==> src/rtl/uart_tx_arbiter.sv <==
// Round-robin scheduler sharing one UART transmit path among NREQ byte requesters.
// One requester wins, its byte is latched onto txdata_o, and a single-cycle write
// strobe goes to the TxD buffer. The arbiter then follows the TxRDY handshake: first
// TxRDY low (buffer full), then TxRDY high (frame done). After that it re-arbitrates.
// A saturating wait counter aborts either wait state after TIMEOUT cycles.
//
// Ports:
//   clk_i          system clock, rising edge
//   rst_i          synchronous active-high reset
//   req_i          per-requester request, held with data until ack
//   data_i         packed bytes, requester i at [i*DW +: DW]
//   txrdy_i        1 = TxD buffer empty / transmitter idle
//   wr_o           single-cycle write strobe to the TxD buffer
//   txdata_o       latched byte, held until the next grant
//   grant_o        one-hot current owner, zero when idle
//   ack_o          one-cycle pulse to the winner on the write cycle
//   busy_o         high in any state other than idle
//   timeout_err_o  one-cycle pulse when a wait state aborts
module uart_tx_arbiter #(
  parameter int unsigned NREQ    = 4,
  parameter int unsigned DW      = 8,
  parameter int unsigned TIMEOUT = 1023
) (
  input  logic               clk_i,
  input  logic               rst_i,
  input  logic [NREQ-1:0]    req_i,
  input  logic [NREQ*DW-1:0] data_i,
  input  logic               txrdy_i,
  output logic               wr_o,
  output logic [DW-1:0]      txdata_o,
  output logic [NREQ-1:0]    grant_o,
  output logic [NREQ-1:0]    ack_o,
  output logic               busy_o,
  output logic               timeout_err_o
);

  localparam int unsigned     IdxW       = $clog2(NREQ);
  localparam logic [IdxW-1:0] LastIdx    = IdxW'(NREQ - 1);
  localparam logic [9:0]      TimeoutCnt = 10'(TIMEOUT);

  typedef enum logic [1:0] {StIdle, StWrite, StWaitLow, StWaitHigh} state_e;

  state_e          state_q, state_d;
  logic [IdxW-1:0] ptr_q, ptr_d;
  logic [IdxW-1:0] win_q, win_d;
  logic [DW-1:0]   txdata_q, txdata_d;
  logic [9:0]      cnt_q, cnt_d;

  logic            pick_vld;
  logic [IdxW-1:0] pick_idx;
  logic [DW-1:0]   pick_data;
  logic [IdxW:0]   cand;
  logic [IdxW-1:0] cand_idx;
  logic            timeout;

  // Winner search: first set request starting at ptr+1, wrapping modulo NREQ.
  always_comb begin
    pick_vld  = 1'b0;
    pick_idx  = '0;
    pick_data = '0;
    cand      = '0;
    cand_idx  = '0;
    for (int unsigned i = 0; i < NREQ; i++) begin
      cand = {1'b0, ptr_q} + (IdxW+1)'(i) + (IdxW+1)'(1);
      if (cand >= (IdxW+1)'(NREQ)) begin
        cand = cand - (IdxW+1)'(NREQ);
      end
      cand_idx = cand[IdxW-1:0];
      if (!pick_vld && req_i[cand_idx]) begin
        pick_vld = 1'b1;
        pick_idx = cand_idx;
      end
    end
    for (int unsigned j = 0; j < NREQ; j++) begin
      if (pick_idx == IdxW'(j)) begin
        pick_data = data_i[j*DW +: DW];
      end
    end
  end

  // Abort only while the awaited TxRDY level is still absent.
  always_comb begin
    timeout = 1'b0;
    if (cnt_q == TimeoutCnt) begin
      if (state_q == StWaitLow) begin
        timeout = txrdy_i;
      end else if (state_q == StWaitHigh) begin
        timeout = ~txrdy_i;
      end
    end
  end

  always_ff @(posedge clk_i) begin
    if (rst_i) begin
      state_q  <= StIdle;
      ptr_q    <= LastIdx;
      win_q    <= '0;
      txdata_q <= '0;
      cnt_q    <= '0;
    end else begin
      state_q  <= state_d;
      ptr_q    <= ptr_d;
      win_q    <= win_d;
      txdata_q <= txdata_d;
      cnt_q    <= cnt_d;
    end
  end

  always_comb begin
    state_d  = state_q;
    ptr_d    = ptr_q;
    win_d    = win_q;
    txdata_d = txdata_q;
    cnt_d    = cnt_q;
    unique case (state_q)
      StIdle: begin
        if (pick_vld && txrdy_i) begin
          state_d  = StWrite;
          win_d    = pick_idx;
          txdata_d = pick_data;
        end
      end
      StWrite: begin
        state_d = StWaitLow;
        cnt_d   = '0;
      end
      StWaitLow: begin
        // A TxRDY high here is the pre-write level or a glitch; only low counts.
        if (!txrdy_i) begin
          state_d = StWaitHigh;
          cnt_d   = '0;
        end else if (timeout) begin
          state_d = StIdle;
          ptr_d   = win_q;
        end else if (cnt_q != TimeoutCnt) begin
          cnt_d = cnt_q + 10'd1;
        end
      end
      StWaitHigh: begin
        // Pointer advances on timeout too, so a stuck frame cannot starve others.
        if (txrdy_i || timeout) begin
          state_d = StIdle;
          ptr_d   = win_q;
        end else if (cnt_q != TimeoutCnt) begin
          cnt_d = cnt_q + 10'd1;
        end
      end
      default: state_d = StIdle;
    endcase
  end

  always_comb begin
    wr_o          = (state_q == StWrite);
    busy_o        = (state_q != StIdle);
    grant_o       = '0;
    if (busy_o) begin
      grant_o[win_q] = 1'b1;
    end
    ack_o         = wr_o ? grant_o : '0;
    txdata_o      = txdata_q;
    timeout_err_o = timeout;
  end

endmodule

==> config.mk <==
export PLATFORM = sky130hd
export DESIGN_NAME = uart_tx_arbiter
export DESIGN_NICKNAME = d
export VERILOG_FILES = /design/src/rtl/uart_tx_arbiter.sv
export SDC_FILE = /design/constraint.sdc
export NUM_CORES = 1
export LEC_CHECK = 0
export ABC_AREA = 1
export CORE_MARGIN = 4
export CORE_UTILIZATION = 40
export DETAILED_ROUTE_END_ITERATION = 10
export PLACE_DENSITY = 0.74
export SYNTH_ARGS = -nofsm -noshare
export SYNTH_HDL_FRONTEND = slang
export SYNTH_SLANG_ARGS = --single-unit
==> constraint.sdc <==
create_clock -name clk_i -period 1.98 [get_ports clk_i]
set_input_delay 0.297 -clock clk_i [delete_from_list [all_inputs] [get_ports clk_i]]
set_output_delay 0.297 -clock clk_i [all_outputs]
set_load 0.01 [all_outputs]
Yosys cells after proc, flatten, opt, wreduce, memory -nomap -nowiden
Index checks and enable logic that the tools add are counted.
{"block": "op_classes", "add_sub_neg": 11, "magnitude_cmp": 10, "n_eq_ne": 15, "mux": 45, "bitwise_logic": 1, "n_reduce_logical": 18}
{"operator": "2-to-1 mux 10 bit", "n": 4}
{"operator": "2-to-1 mux 8 bit", "n": 4}
{"operator": "2-to-1 mux 2 bit", "n": 15}
{"operator": "case mux 10 bit (3 select lines)", "n": 1}
{"operator": "less-than comparator 2 x 3 -> 1 bit (second input constant)", "n": 5}
{"operator": ">= comparator 3 bit (second input constant)", "n": 4}
{"operator": "2-to-1 mux 1 bit", "n": 12}
{"operator": "adder 10 x 1 -> 10 bit (second input constant)", "n": 1}
{"operator": "== test 10 bit (second input constant)", "n": 1}
{"operator": "!= test 10 bit (second input constant)", "n": 1}
{"operator": "adder 3 x 1 -> 3 bit (second input constant)", "n": 3}
{"operator": "binary-select mux 1 bit (select 2 bit)", "n": 4}
{"operator": "== test 2 bit (second input constant)", "n": 4}
{"operator": "2-to-1 mux 4 bit", "n": 2}
{"operator": "!= test 2 bit (second input constant)", "n": 4}
{"operator": "case mux 2 bit (4 select lines)", "n": 1}
{"operator": "subtractor 2 x 1 -> 2 bit (second input constant)", "n": 4}
{"operator": "adder 2 x 2 -> 3 bit (second input constant)", "n": 2}
{"operator": "!= test 3 bit (second input constant)", "n": 2}
{"operator": "AND reduction 3 bit", "n": 2}
{"operator": "logical AND 1 bit", "n": 5}
{"operator": "== test 2 x 1 -> 1 bit (second input constant)", "n": 2}
{"operator": "zero test 2 bit", "n": 2}
{"operator": "case mux 2 bit (2 select lines)", "n": 1}
{"operator": "11 further kinds", "n": 14}
{"block": "totals", "ff_bits": 24}

Logic depth before layout (Yosys ltp)
Gate-level depths: netlist of run 1.
{"block": "logic_depth", "ltp_word": 20, "depth_mapped": 17, "mapped_depth_nobuf": 15}

Worst setup path after synthesis of run 1
No wires, ideal clock.
{"block": "synth_timing", "path_kind": "register -> register", "startpoint": "register cnt_q[0]", "endpoint": "register cnt_q[3]", "t_arrival_ps": 1654, "t_required_ps": 1869, "setup_slack_ps": 215, "stages_incl_launch_ff": 14, "path_buffers": 0, "period_less_slack_ps": 1765, "cell_sequence": "dfxtp_1 > ha_1 > nand2_1 > inv_1 > nand2_4 > nor2_8 > nand4_4 > o21ai_2 > nand2_4 > nand2_4 > nor2_1 > xor2_1 > inv_1 > nor2_1"}
{"block": "synth_between", "elab_chain_cells": 5, "elab_cells_between_ends": 13, "cone_classes": "add/sub: 1; eq/ne: 4; mux: 6; reduce/logical: 2"}
{"item": "start, declared", "line_no": "47", "text": "logic [9:0] cnt_q, cnt_d;"}
{"item": "start signal, assigned", "line_no": "105", "text": "cnt_q <= cnt_d;"}
{"item": "adder 10 x 1 -> 10 bit, or another cell as far along", "line_no": "136, 145"}
{"item": "2-to-1 mux 10 bit / 2-to-1 mux 1 bit (equally long branches)", "line_no": "135, 144, 84"}
{"item": "2-to-1 mux 10 bit / logical OR 1 bit (equally long branches)", "line_no": "132, 141"}
{"item": "2-to-1 mux 10 bit / != test 2 bit (equally long branches)"}
{"item": "case mux 10 bit (3 select lines) / AND reduction 3 bit (equally long branches)"}
Parallel ways exist; a longest one is shown, timed or not. The select of a mux whose other input is x is not followed.
A chain may end at the register's enable or synchronous reset.

Worst setup path after layout of run 1
{"block": "layout_timing", "startpoint": "register state_q[0]", "endpoint": "register cnt_q[1]"}
{"block": "layout_between", "elab_chain_cells": 7, "elab_cells_between_ends": 12, "cone_classes": "eq/ne: 5; mux: 4; reduce/logical: 3"}
{"item": "start, declared", "line_no": "43", "text": "state_e state_q, state_d;"}
{"item": "start signal, assigned", "line_no": "95", "text": "state_q <= StIdle;"}
{"item": "start signal, assigned", "line_no": "101", "text": "state_q <= state_d;"}
{"item": "== test 2 bit", "line_no": "87, 115"}
{"item": "2-to-1 mux 1 bit", "line_no": "87", "text": "end else if (state_q == StWaitHigh) begin"}
{"item": "2-to-1 mux 1 bit", "line_no": "85", "text": "if (state_q == StWaitLow) begin"}
{"item": "2-to-1 mux 1 bit", "line_no": "84", "text": "if (cnt_q == TimeoutCnt) begin"}
{"item": "logical OR 1 bit", "line_no": "141", "text": "if (txrdy_i || timeout) begin"}
{"item": "!= test 2 bit (no source line)"}
{"item": "AND reduction 3 bit (no source line)"}
Parallel ways exist; a longest one is shown, timed or not.

==> impl_results.md, run 1 <==
- Number of global-route vias before repair: 2,026
- Top post-synthesis cells by area: dfxtp_1 (26%), nand2_1 (14%), inv_1 (7.3%)
- Num ports: 58
- Slew HR: 0.753
- Initial Util: 0.419
- CTS tree: yes
- Drc violations: 0
- Initial DRC count: roughly 100
- Max-cap check violation count: 0
- Clk_lat worst skew: between 0.2 and 0.3 ns
- Largest net degree at the start of global routing: 15
- Post-route minimum period: 1.84 ns
- Main synth FF type: dfxtp_1
- Launch point of the worst path: state_q[0]
- Chip width: about 76 um
- Detail Route Antenna Nets: 0
- CP required: approximately 2.2 ns
- Largest fanout on the critical path: 8
- Area delta synth->final: 52.4%
- Clk sink count: 24
- Worst vdd ir: 349 uV
- DP Worst Slack: -0.169 ns
- Final setup margin: 0.138 ns
- Synth top area share: 0.260
- First-pass DRT Iterations: 4
- Syn Inst Count: 286
- Sequential fraction of the synthesis area: 0.260
- Worst hold path class: flop to flop
- #FFs+latches synth: 24
- Ant. Diodes: 0
- Area of the die: just under 0.006 sq mm
- Crit path DAT: 2.03 ns
- FF-to-FF Start: state_q[0]
- Area leader, netlist: dfxtp_1
- Tightest Pin Transition: between 0.3 and 0.4 ns
- Post-synthesis average cell area: roughly 6.5 sq um
- Area of the core: around 0.0044 sq mm
- Post-synth top cells: nand2_1 (68), inv_1 (36), nor2_1 (27)
- Top cell by count, worst path: inv_2
- FFs w/ async S/R, synth: 0
- Placed insts: 417
- Hold slack: approximately 0.46 ns
- Clock Pin Slew Worst Setup and Hold Paths: ~0.09 ns
- Most common cell in the netlist: nand2_1
- Clock tree buffer depth: 2
- Ys Warns: 0
- Slowest Stage Delay on Critical Path: 0.36 ns
- Final slew viol count: 0
- Die Y: approximately 76 um
- Routed wire per std cell: between 10 and 15 um
- DRT Wirelength: 5060 um
- Final Hold Viols: 0
- Gr ovfl total: 0
- Num rows: 24
- Status: finished, final reports clean
- HPWL Detailed: 4000 um
- Mapped cell area: around 0.0018 sq mm
- Via Count: about 2,200
- Final Net Count: approximately 420
- Vias per cell: between 5 and 6
- Total track usage: 0.168
- TritonCTS buffer count: 3
- Crit-path slowest cell: dfxtp_2
- Mapped Nets: 331
- Post-route cell area: 0.00282 sq mm
- Final Setup Violations: 0
- First-pass GRT wire length: between 8000 and 9000 um
- Setup crit end kind: flop
- Clock Skew: 0.00155 ns
- Hold Buf Count CTS: 0
- Fin Setup TNS: 0 ns
- Fmax: approximately 0.54 GHz
- Min-delay src: txdata_o[4]
- I/O Buffers: 57
- CTS H-tree depth: 1
- Root buffer cell: clkbuf_8
- Crit Path Class: flop to flop
- Cell breakdown of the critical path: inv_2 -> ha_2 -> inv_1 -> nor2_1 -> o21bai_2 -> buf_4 -> o21ai_4 -> nand2_4 -> a21oi_4 -> inv_2 -> a211oi_2
- Share of cells above drive strength 1: 0.229
- CP Launch Type: flop
- Pleak: between 1 and 1.5 nW
- Final period util: 0.930
- Antenna violations before repair: 0
- Post-synth cell types: 36
- Routability Congestion: about 0.86
- Power density cells: 833 mW/mm^2
- Placed Area: between 0.002 and 0.003 sq mm
- Post-synth EDFFs: 0
- Unrepaired setup endpoints after global routing: yes
- Final Non-Filler Cells: between 400 and 500
-- power breakdown --
| part | internal (mW) | switching, mW | total (mW) |
|---|---|---|---|
| Sequential | 0.574 | 0.0787 | 0.653 |
| Combinational | 0.587 | 0.676 | 1.26 |
| Clock | 0.270 | 0.161 | 0.432 |
-- critical path, delay by kind of cell, from the launching register on --
family	cells	cell delay, ns
flip-flops	1	0.36
AO/OA/AOI/OAI	4	0.74
AND/OR/NAND/NOR	2	0.16
buffers and inverters	4	0.33
adder cells (fa/ha/maj)	1	0.18
-- placed cells by master (no fill, tap or decap), drive strengths merged --
| master | n |
|---|---|
| o21ai | 25 |
| clkdlybuf4s50 | 47 |
| a211oi | 1 |
| o21bai | 1 |
| a21boi | 1 |
| nor2 | 32 |
| a31oi | 2 |
| ha | 6 |
| xor2 | 2 |
| clkinv | 1 |
| nor3 | 6 |
| dfxtp | 24 |
| a21oi | 19 |
| buf | 32 |
| dlygate4sd2 | 9 |
| nor3b | 1 |
| inv | 41 |
| clkbuf | 3 |
| nand4 | 9 |
| bufinv | 1 |
| nor4 | 4 |
| o211a | 1 |
| nand2 | 79 |
| nand3 | 23 |
| o31ai | 1 |
-- cell type report --
class                           count  area, sq um
Tap cell                           52         65.1
Timing Repair Buffer               88          811
Clock inverter                      1         30.0
Multi-Input combinational cell    213         1220
Inverter                           42          163
Sequential cell                    24          488
Clock buffer                        3         41.3
Fill cell                         395         1600
-- metal layers --
metal,GRT usage,share of wire
met2,0.295,0.48
met4,0.0409,0.016
met5,0,0
met3,0.0366,0.080
met1,0.207,0.42
-- cells by family after synthesis --
family | after synthesis | synth area share
and+or+nand+nor | 154 | 0.408
buffers and inverters | 49 | 0.120
DFF | 24 | 0.260
adders and majority gates | 6 | 0.0406
AOI/OAI and AO/OA | 51 | 0.162
xor gates and xnor gates | 2 | 0.00947
-- metrics by stage --
step / power [mW] / utilization
floorplan: 1.31 / -
global placement: 1.80 / 0.602
detailed placement: 1.82 / 0.602
CTS: 2.24 / 0.618
global route: 2.53 / 0.639
finish: 2.35 / 0.639
-- state kept, by name (all words and copies together) (netlist names) --
name,flops
win_q,2
ptr_q,2
state_q,2
cnt_q,10
txdata_o,8
-- repair_timing --
action                                  CTS  global route
endpoints found under the setup margin   10            25
resized for setup                        14            31
buffers inserted                          0             2
pin swaps                                 0             8
-- path summary, 6_finish.rpt --
check	endpoint	slack (ns)	cells after the start
max	cnt_q[1]	0.14	11
min	txdata_o[4]	0.46	2
max reg2reg	cnt_q[1]	0.14	11
min reg2reg	txdata_o[4]	0.46	2
No activity file was read; power rests on OpenSTA's default activity.
==> run 2: changes to the inputs <==
--- a/config.mk
+++ b/config.mk
@@ -6,10 +6,11 @@
 export NUM_CORES = 1
 export LEC_CHECK = 0
 export ABC_AREA = 1
-export CORE_MARGIN = 4
+export CORE_MARGIN = 5
 export CORE_UTILIZATION = 40
 export DETAILED_ROUTE_END_ITERATION = 10
-export PLACE_DENSITY = 0.74
+export DONT_BUFFER_PORTS = 1
+export PLACE_DENSITY = 0.6
 export SYNTH_ARGS = -nofsm -noshare
 export SYNTH_HDL_FRONTEND = slang
 export SYNTH_SLANG_ARGS = --single-unit
==> constraint.sdc (replaced) <==
create_clock -name clk_i -period 1.5 [get_ports clk_i]
set_input_delay 0.225 -clock clk_i [delete_from_list [all_inputs] [get_ports clk_i]]
set_output_delay 0.225 -clock clk_i [all_outputs]
set_load 0.01 [all_outputs]
==> impl_results.md, run 2 (synthesis gave the netlist of run 1 again) <==
- Status: complete, but fails checks
- Failing checks: negative setup slack
- First-pass DRT Iterations: 4 (unchanged)
- First-pass GRT wire length: 9060 um (+6.4%)
- Buf/Inv on CP: 4 (unchanged)
- Met1 Wirelength: 2480 um (+15%)
- Final Net Count: 399 (-4.3%)
- Die Y: 78.0 um (+2.6%)
- I/O Buffers: 0 (-100%)
- Chip width: 78.0 um (+2.6%)
- Clock tree buffer depth: 2 (unchanged)
- Ant. Diodes: 0 (unchanged)
- Crit-path slowest cell: dfxtp_2
- HPWL Detailed: 3790 um (-5.1%)
- CTS H-tree depth: 1 (unchanged)
- Via Count: 2,140 (-0.97%)
- Post-route minimum period: ~1.8 ns
- Slew HR: 0.743 (-0.00908)
- Routed wl met3: 346 um (-15%)
- Crit path DAT: 1.61 ns (-0.42 ns)
- Vias per cell: 5.28 (+3.4%)
- Area of the core: 0.00441 sq mm (unchanged)
- DR WL met2: 2970 um (+22%)
- Num rows: 24 (unchanged)
- Top delay family on crit path: simple AND/OR/NAND/NOR gates
- Area of the die: 0.00608 sq mm (+5.3%)
- Unrepaired setup endpoints after global routing: yes
- Setup crit end kind: primary output
- Final Setup Violations: 35 (+35)
- Max-cap check violation count: 0 (unchanged)
- Area delta synth->final: 61.4%
- Clock Pin Slew Worst Setup and Hold Paths: 0.09 ns (about the same)
- Slowest Stage Delay on Critical Path: 0.36 ns (about the same)
- TritonCTS buffer count: 3 (unchanged)
- Drc violations: 0 (unchanged)
- Num ports: 58 (unchanged)
- CTS tree: yes
- Final setup margin: -0.332 ns (-0.470 ns)
- Number of flip-flops under the largest register name: 10 (unchanged)
- Clock Skew: 0.00263 ns (+0.00108 ns)
- Pleak: 1.34 nW (+2.0%)
- Clk_lat worst skew: 0.27 ns (about the same)
- Hold slack: 0.0888 ns (-0.376 ns)
- Commonest non-fill, non-tap cells in the layout: nand2_1 (46), buf_4 (44), inv_1 (26)
- Number of global-route vias before repair: 2,047 (+1.0%)
- Initial DRC count: 138 (+35%)
- Biggest register: cnt_q
- Initial Util: 0.419 (unchanged)
- Largest fanout on the critical path: 2 (-6)
- Antenna violations before repair: 0 (unchanged)
- Fmax: 0.546 GHz
- Cell breakdown of the critical path: ha_4 -> nand2_2 -> inv_2 -> nand2_4 -> nor2_8 -> nand2_2 -> nor2_4 -> inv_2 -> buf_4 -> nor3_2 -> buf_4
- Final period util: 1.22
- Gr ovfl total: 0 (unchanged)
- Tightest Pin Transition: 0.384 ns (+0.0146 ns)
- Worst vdd ir: 575 uV (+65%)
- Share of cells above drive strength 1: 0.504 (+0.275)
- Final Hold Viols: 0 (unchanged)
- CP Launch Type: flop
- Worst hold path class: primary input to flop
- Largest net degree at the start of global routing: 18 (+3)
- Total track usage: 0.177 (+0.00832)
- Power density cells: 1200 mW/mm^2 (+44%)
- DP Worst Slack: -0.348 ns (-0.178 ns)
- Routability Congestion: 0.862 (+0.13%)
- DRT Wirelength: 5890 um (+16%)
- CP required: 1.27 ns (-0.90 ns)
- Uppermost layer routed: met4
- Root buffer cell: clkbuf_8
- # fillers: 341 (-14%)
- Most common cell after layout, fill and taps aside: nand2_1
- Crit Path Class: flop to primary output
- Clk sink count: 24 (unchanged)
- Final slew viol count: 0 (unchanged)
- Detail Route Antenna Nets: 0 (unchanged)
- Routed wire per std cell: 14.5 um (+21%)
## run 2: worst reg2reg max path, delay by kind of cell, from the launching register on
kind / cells / cell delay (ns)
DFF: 1 / 0.36
AOI/OAI and AO/OA: 3 / 0.56
adders and majority gates: 1 / 0.14
and+or+nand+nor: 5 / 0.42
buffers and inverters: 3 / 0.27
## run 2: path summary, 6_finish.rpt
path	startpoint	slack [ns]	cells past startpoint	endpoint
max	cnt_q[1]	-0.33	11	timeout_err_o
min	rst_i	0.09	2	ptr_q[0]
min reg2reg	cnt_q[5]	0.52	2	cnt_q[5]
max reg2reg	cnt_q[1]	-0.32	12	cnt_q[1]
## run 2: layer usage
layer | up-vias | global-route usage
met4 | 0 | 0.0490
met3 | 11 | 0.0417
met2 | 66 | 0.301
met1 | 988 | 0.222
met5 | - | 0
li1 | 1075 | -
## run 2: per-stage QoR
| step | cell area (sq um) | utilization | instances | TNS [ns] | total power, mW |
|---|---|---|---|---|---|
| 5_1_grt | 2990 | 0.676 | 405 | -12.02 | 3.82 |
| 3_5_place_dp | 2280 | 0.517 | 380 | -5.96 | 2.26 |
| 6_report | 2990 | 0.676 | 405 | -8.31 | 3.57 |
| 3_3_place_gp | 2280 | 0.517 | 380 | -5.93 | 2.25 |
| 4_1_cts | 2650 | 0.601 | 394 | -7.73 | 3.10 |
| 2_1_floorplan | 1920 | - | 286 | -2.68 | 1.80 |
## run 2: repair_timing
| action | 4_1_cts | 5_1_grt |
|---|---|---|
| buffers inserted | 9 | 10 |
| pin swaps | 28 | 24 |
| hold buffers | 1 | 1 |
| gates cloned | 1 | 1 |
| gates resized for setup | 71 | 60 |
| endpoints found under the hold margin | 1 | 4 |
| setup endpoints to repair | 35 | 35 |
## run 2: cell type report
type                    instances  area [sq um]  share of cell area
multi-input cells             215          1560               0.522
repair buffers                 68           616               0.206
inverters                      42           191              0.0641
flip-flops and latches         24           500               0.168
clock buffers                   4          55.1              0.0184
well taps                      52          65.1              0.0218
## run 2: power breakdown
group	switching, mW	internal, mW	total, mW
Combinational	1.16	1.02	2.18
Sequential	0.172	0.763	0.934
Clock	0.225	0.235	0.460
